$ cat src/rtl/reg_idx_encoder_pkg.sv
// Shared definitions for the register-index encoder: default sizing and the
// output-stage state type.
package enc_pkg;

    localparam int ENC_N_REGS = 32;
    localparam int ENC_IDX_W  = 5;

    // IDLE: no index presented (idx_valid=0); ISSUE: idx holds a valid index
    typedef enum logic {
        IDLE  = 1'b0,
        ISSUE = 1'b1
    } enc_state_t;

endpackage

$ cat src/rtl/reg_idx_encoder_prio.sv
// Combinational priority encoder with a rotating start position.
// The search begins at bit 'start' and wraps modulo N; the first set bit
// found in that order is reported on idx, with found flagging a non-empty vec.
module prio_enc32 #(
    parameter int N = 32,
    parameter int W = 5
) (
    input  logic [N-1:0] vec,
    input  logic [W-1:0] start,
    output logic [W-1:0] idx,
    output logic         found
);

    logic [W:0] pos;

    // Walk from the farthest offset back to the nearest so the nearest set bit wins
    always_comb begin
        idx   = '0;
        found = 1'b0;
        pos   = '0;
        for (int i = N - 1; i >= 0; i--) begin
            pos = {1'b0, start} + (W+1)'(i);
            if (pos >= (W+1)'(N)) begin
                pos = pos - (W+1)'(N);
            end
            if (vec[pos[W-1:0]]) begin
                idx   = pos[W-1:0];
                found = 1'b1;
            end
        end
    end

endmodule

$ cat src/rtl/reg_idx_encoder.sv
// Register write-request index encoder.
// Collects multi-hot write requests into a pending set and issues one encoded
// register index per cycle through a valid/ready output register.
// Handshake: idx/idx_valid change only when idx_valid=0 or on an edge with
// idx_valid=1 and idx_ready=1 (transfer); while stalled they hold stable.
// Optional feature: define ENC_ROUND_ROBIN_EN to rotate selection priority
// starting just after the last issued index; otherwise lowest index wins.
module reg_idx_encoder
    import enc_pkg::*;
#(
    parameter int N_REGS        = ENC_N_REGS,
    parameter int IDX_W         = ENC_IDX_W,
    parameter int ZERO_REG_MASK = 1
) (
    input  logic              clk,
    input  logic              reset_n,
    input  logic              req_en,
    input  logic [N_REGS-1:0] req_vec,
    input  logic              flush,
    output logic              idx_valid,
    output logic [IDX_W-1:0]  idx,
    input  logic              idx_ready,
    output logic [IDX_W:0]    pending_cnt
);

    // Top bit is the hard-wired zero register when masking is enabled
    localparam logic [N_REGS-1:0] REQ_MASK = (ZERO_REG_MASK != 0) ?
        {1'b0, {(N_REGS-1){1'b1}}} : {N_REGS{1'b1}};

    enc_state_t        state;
    logic [N_REGS-1:0] pending;
    logic [N_REGS-1:0] pending_nxt;
    logic [N_REGS-1:0] clr_vec;
    logic [N_REGS-1:0] set_vec;
    logic              transfer;
    logic              load;
    logic              valid_nxt;
    logic              found;
    logic [IDX_W-1:0]  sel_idx;
    logic [IDX_W-1:0]  start_idx;
    logic [IDX_W:0]    cnt_nxt;

`ifdef ENC_ROUND_ROBIN_EN
    logic [IDX_W-1:0] rr_ptr;

    // Search starts one past the last issued index, wrapping at N_REGS
    always_comb begin
        start_idx = '0;
        if (rr_ptr != IDX_W'(N_REGS - 1)) begin
            start_idx = rr_ptr + IDX_W'(1);
        end
    end

    // Remember the index taken by each output load
    always_ff @(posedge clk or negedge reset_n) begin
        if (!reset_n) begin
            rr_ptr <= IDX_W'(N_REGS - 1);
        end else if (load && !flush) begin
            rr_ptr <= sel_idx;
        end
    end
`else
    assign start_idx = '0;
`endif

    prio_enc32 #(
        .N (N_REGS),
        .W (IDX_W)
    ) u_prio (
        .vec   (pending),
        .start (start_idx),
        .idx   (sel_idx),
        .found (found)
    );

    // Next pending set: clear the bit being loaded, then merge new requests (set wins)
    always_comb begin
        transfer  = idx_valid && idx_ready;
        load      = (!idx_valid || transfer) && found;
        valid_nxt = load || (idx_valid && !transfer);
        clr_vec   = '0;
        if (load) begin
            clr_vec[sel_idx] = 1'b1;
        end
        set_vec     = req_en ? (req_vec & REQ_MASK) : '0;
        pending_nxt = (pending & ~clr_vec) | set_vec;
        cnt_nxt     = (IDX_W+1)'(valid_nxt);
        for (int i = 0; i < N_REGS; i++) begin
            cnt_nxt = cnt_nxt + (IDX_W+1)'(pending_nxt[i]);
        end
    end

    // Output-stage FSM; idx and idx_valid are registered outputs of this block
    always_ff @(posedge clk or negedge reset_n) begin
        if (!reset_n) begin
            state     <= IDLE;
            idx_valid <= 1'b0;
            idx       <= '0;
        end else if (flush) begin
            state     <= IDLE;
            idx_valid <= 1'b0;
        end else begin
            case (state)
                IDLE: begin
                    if (found) begin
                        state     <= ISSUE;
                        idx_valid <= 1'b1;
                        idx       <= sel_idx;
                    end
                end
                ISSUE: begin
                    if (transfer) begin
                        if (found) begin
                            idx <= sel_idx;
                        end else begin
                            state     <= IDLE;
                            idx_valid <= 1'b0;
                        end
                    end
                end
                default: begin
                    state     <= IDLE;
                    idx_valid <= 1'b0;
                end
            endcase
        end
    end

    // Pending set and its registered count (pending bits plus the presented index)
    always_ff @(posedge clk or negedge reset_n) begin
        if (!reset_n) begin
            pending     <= '0;
            pending_cnt <= '0;
        end else if (flush) begin
            pending     <= '0;
            pending_cnt <= '0;
        end else begin
            pending     <= pending_nxt;
            pending_cnt <= cnt_nxt;
        end
    end

endmodule

$ cat config.mk
export PLATFORM = sky130hd
export DESIGN_NAME = reg_idx_encoder
export DESIGN_NICKNAME = d
export VERILOG_FILES = /design/src/rtl/reg_idx_encoder_pkg.sv /design/src/rtl/reg_idx_encoder_prio.sv /design/src/rtl/reg_idx_encoder.sv
export SDC_FILE = /design/constraint.sdc
export NUM_CORES = 1
export LEC_CHECK = 0
export CORE_UTILIZATION = 60
export CTS_CLUSTER_DIAMETER = 40
export DETAILED_ROUTE_END_ITERATION = 8
export PLACE_DENSITY = 0.87
export SETUP_SLACK_MARGIN = 0.1
export SYNTH_ARGS = -nofsm -noshare
export SYNTH_HDL_FRONTEND = slang
export SYNTH_SLANG_ARGS = --single-unit
export TNS_END_PERCENT = 1
$ cat constraint.sdc
create_clock -name clk -period 14.4 [get_ports clk]
set_input_delay 3.6 -clock clk [delete_from_list [all_inputs] [get_ports clk]]
set_output_delay 3.6 -clock clk [all_outputs]
set_load 0.01 [all_outputs]
==> results.py <==
metrics = {
    "run_status": {
        "status": "finished, final reports clean",
    },
    "timing": {
        "max_slew_margin_pct": 29.1,
        "setup_slack_ns": 4.44,
        "setup_tns_ns": 0,
        "tightest_slew_ns": 1.06,
        "drv_slew": 0,
        "rsz0062_at_grt": "false",
        "setup_viol": 0,
        "hold_violations": 0,
        "post-route-period-util_pct": 69.2,
        "fin_worst_skew_ns": 0.00500,
        "fmax_mhz": 100,
        "min_period_ns": 9.96,
    },
    "cts": {
        "clkSinkCount": 45,
        "cts_max_level": 2,
        "cts_root_buf": "clkbuf_8",
        "insertion_delay_ns": 0.31,
        "cts_setup_buffers": 0,
        "tritoncts": "built",
        "clk_pin_slew_ns": 0.09,
        "cts_resized": 0,
        "hold_buffers": 0,
        "numCtsBuffers": 5,
        "clock_tree.buffer_depth": 2,
    },
    "power_and_ir_drop": {
        "p_sw_share_pct": 46.8,
        "seq_power_share_pct": 18.9,
        "p_int_mw": 0.454,
        "p_clk_share_pct": 9.9,
        "p_leak_nw": 1.77,
        "p_switching_mw": 0.400,
        "power.density_nw_per_um2": 203,
        "total_power_mw": 0.854,
        "max-vdd-ir-drop_v": 0.000624,
        "combinationalPowerShare_pct": 71.2,
    },
    "yosys": {
        "yosysWarnings": 0,
        "syn_nets": 457,
        "synth_seq_cells": 45,
        "ys_types": 51,
        "synth_edf_count": 0,
        "synth-seq-area-share_pct": 31.0,
        "synth_top_flop_cell": "dfrtp_1",
        "avgSynthCellArea_um2": 9.35,
        "synth_area_leaders": "dfrtp_1 (31%), fa_1 (14%), a41oi_1 (8.9%)",
        "synth-async-reset-ratio_pct": 100,
        "syn_area_um2": 3640,
        "yosys.area.top_type": "dfrtp_1",
        "synth_top_area_share_pct": 31.0,
        "syn_inst": 389,
    },
    "route": {
        "drtAntennaViolNets": 0,
        "vias": 3539,
        "drtPass1Iterations": 5,
        "wl_per_cell_um": 20.5,
        "wl_mm": 10.1,
        "drc": 0,
        "vias_per_cell": 7.18,
        "first_iter_violations": 506,
    },
    "job": {
        "cap_violations": 0,
    },
    "critical_path": {
        "critPathKind": "in2reg",
        "r2r_slack_ns": 7.06,
        "crit_path_frequent_cell": "fa_1",
        "crit_required_ns": 14.59,
        "worstPathArrival_ns": 10.15,
        "slowest_delay_ns": 0.67,
        "crit_slowest_cell": "fa_1",
        "path_cells": "clkdlybuf4s50_1 -> nand2b_1 -> nand3_1 -> a21oi_1 -> a41oi_1 -> fa_1 -> inv_1 -> fa_1 -> inv_1 -> fa_1 -> fa_1 -> inv_1 -> fa_1 -> fa_1 -> fa_1 -> fa_1 -> inv_1 -> a21o_1 -> a21oi_1 -> xor2_1 -> nor2_1",
        "critPathLaunchType": "input port",
        "end_kind": "register",
        "cp_top_family": "adder cells",
        "cp_max_fo": 9,
        "path_buf_inv": 5,
    },
    "die": {
        "core_um2": 5680,
        "die-area_um2": 6380,
        "placementRows": 27,
        "die_y_um": 79.8,
        "die_w_um": 79.8,
        "start_util_pct": 64.1,
        "io_pins": 49,
    },
    "global_route": {
        "antenna_found_initial": 0,
        "grt_pass1_wl_mm": 16.6,
        "grt_max_degree": 61,
        "grt_pass1_vias": 3337,
        "gr-total-overflow": 0,
        "grt_use_total_pct": 34.8,
    },
    "placement": {
        "gp_congestion": 0.890,
        "placement.io_buffers": 47,
        "post_dp_cell_area_um2": 4120,
        "dp_hpwl_mm": 7.25,
        "pre_cts_ws_ns": 4.22,
    },
    "final_layout": {
        "layout_commonest_cell": "a21oi_1",
        "diodes": 0,
        "drive_gt1_share_pct": 10.9,
        "area_growth_pct": 15.7,
        "postLayoutCellArea_um2": 4210,
        "most-common-layout-cells": "a21oi_1 (63), dfrtp_1 (45), clkdlybuf4s50_1 (45), a41oi_1 (37), inv_1 (29)",
        "fin_util_pct": 74.1,
        "nets": 489,
    },
    "hold_path": {
        "hold_class": "reg2reg",
    },
}
-- power groups by stage --
stage          sequential, mW  combinational, mW  clock (mW)
2_1_floorplan           0.165              0.448           0
3_3_place_gp            0.162              0.581           0
3_5_place_dp            0.163              0.600           0
4_1_cts                 0.161              0.613      0.0836
5_1_grt                 0.163              0.698      0.0883
6_report                0.161              0.608      0.0845
-- routing by layer --
layer / track usage, % / routed length (um) / vias to the layer above
li1: - / - / 1530
met1: 46.8 / 3910 / 1704
met2: 53.1 / 4710 / 261
met3: 7.77 / 1080 / 44
met4: 16.6 / 389 / 0
met5: 0 / 0 / -
-- layout make-up --
| class | count | area (um^2) |
|---|---|---|
| Clock buffer | 7 | 86.3 |
| Inverter | 29 | 109 |
| Sequential cell | 45 | 1130 |
| Tap cell | 72 | 90.1 |
| Fill cell | 401 | 1470 |
| Timing Repair Buffer | 54 | 513 |
| Multi-Input combinational cell | 286 | 2280 |
-- cell families after synthesis --
family / after synthesis / share of synthesized area [%]
DFF: 45 / 31.0
muxes: 5 / 1.48
AOI/OAI and AO/OA: 152 / 29.7
adders and majority gates: 31 / 15.8
buffers and inverters: 58 / 6.43
xor gates and xnor gates: 3 / 0.723
and+or+nand+nor: 95 / 14.9
-- cells in the mapped netlist, drive strengths merged (2+ instances only) --
cell	count
a2111oi	2
inv	29
a31o	2
xor2	2
nor2b	4
nor4	7
ha	6
nand2	12
a21oi	63
dfrtp	45
nor2	23
a221oi	4
or3	2
mux2i	2
buf	12
or2	23
a41oi	37
a211oi	3
a311oi	6
or4	7
clkbuf	17
o21ai	7
a41o	9
nor3b	2
nand2b	6
a21o	4
fa	25
o41a	2
a31oi	5
mux2	3
nand3	5
-- metrics by stage --
| step | std cells | hold slack (ns) |
|---|---|---|
| floorplan | 389 | 0.467 |
| global placement | 486 | 0.475 |
| detailed placement | 486 | 0.484 |
| CTS | 493 | 0.503 |
| global route | 493 | 0.518 |
| finish | 493 | 0.499 |
-- state kept, by name, summed over array words and instances (netlist names) --
name / flops
idx: 5
idx_valid: 1
pending: 32
pending_cnt: 6
state: 1
-- final timing paths --
path	from	end	cells past startpoint
min in group asynchronous	reset_n	idx[4]$_DFFE_PN0P_	1
min reg2reg	idx[0]$_DFFE_PN0P_	idx[0]$_DFFE_PN0P_	1
max reg2reg	pending[1]$_DFF_PN0_	pending_cnt[4]$_DFF_PN0_	21
min	idx[0]$_DFFE_PN0P_	idx[0]$_DFFE_PN0P_	1
max	idx_ready	pending_cnt[4]$_DFF_PN0_	21
max in group asynchronous	reset_n	pending[23]$_DFF_PN0_	1
Power figures use the tool's default switching activity.
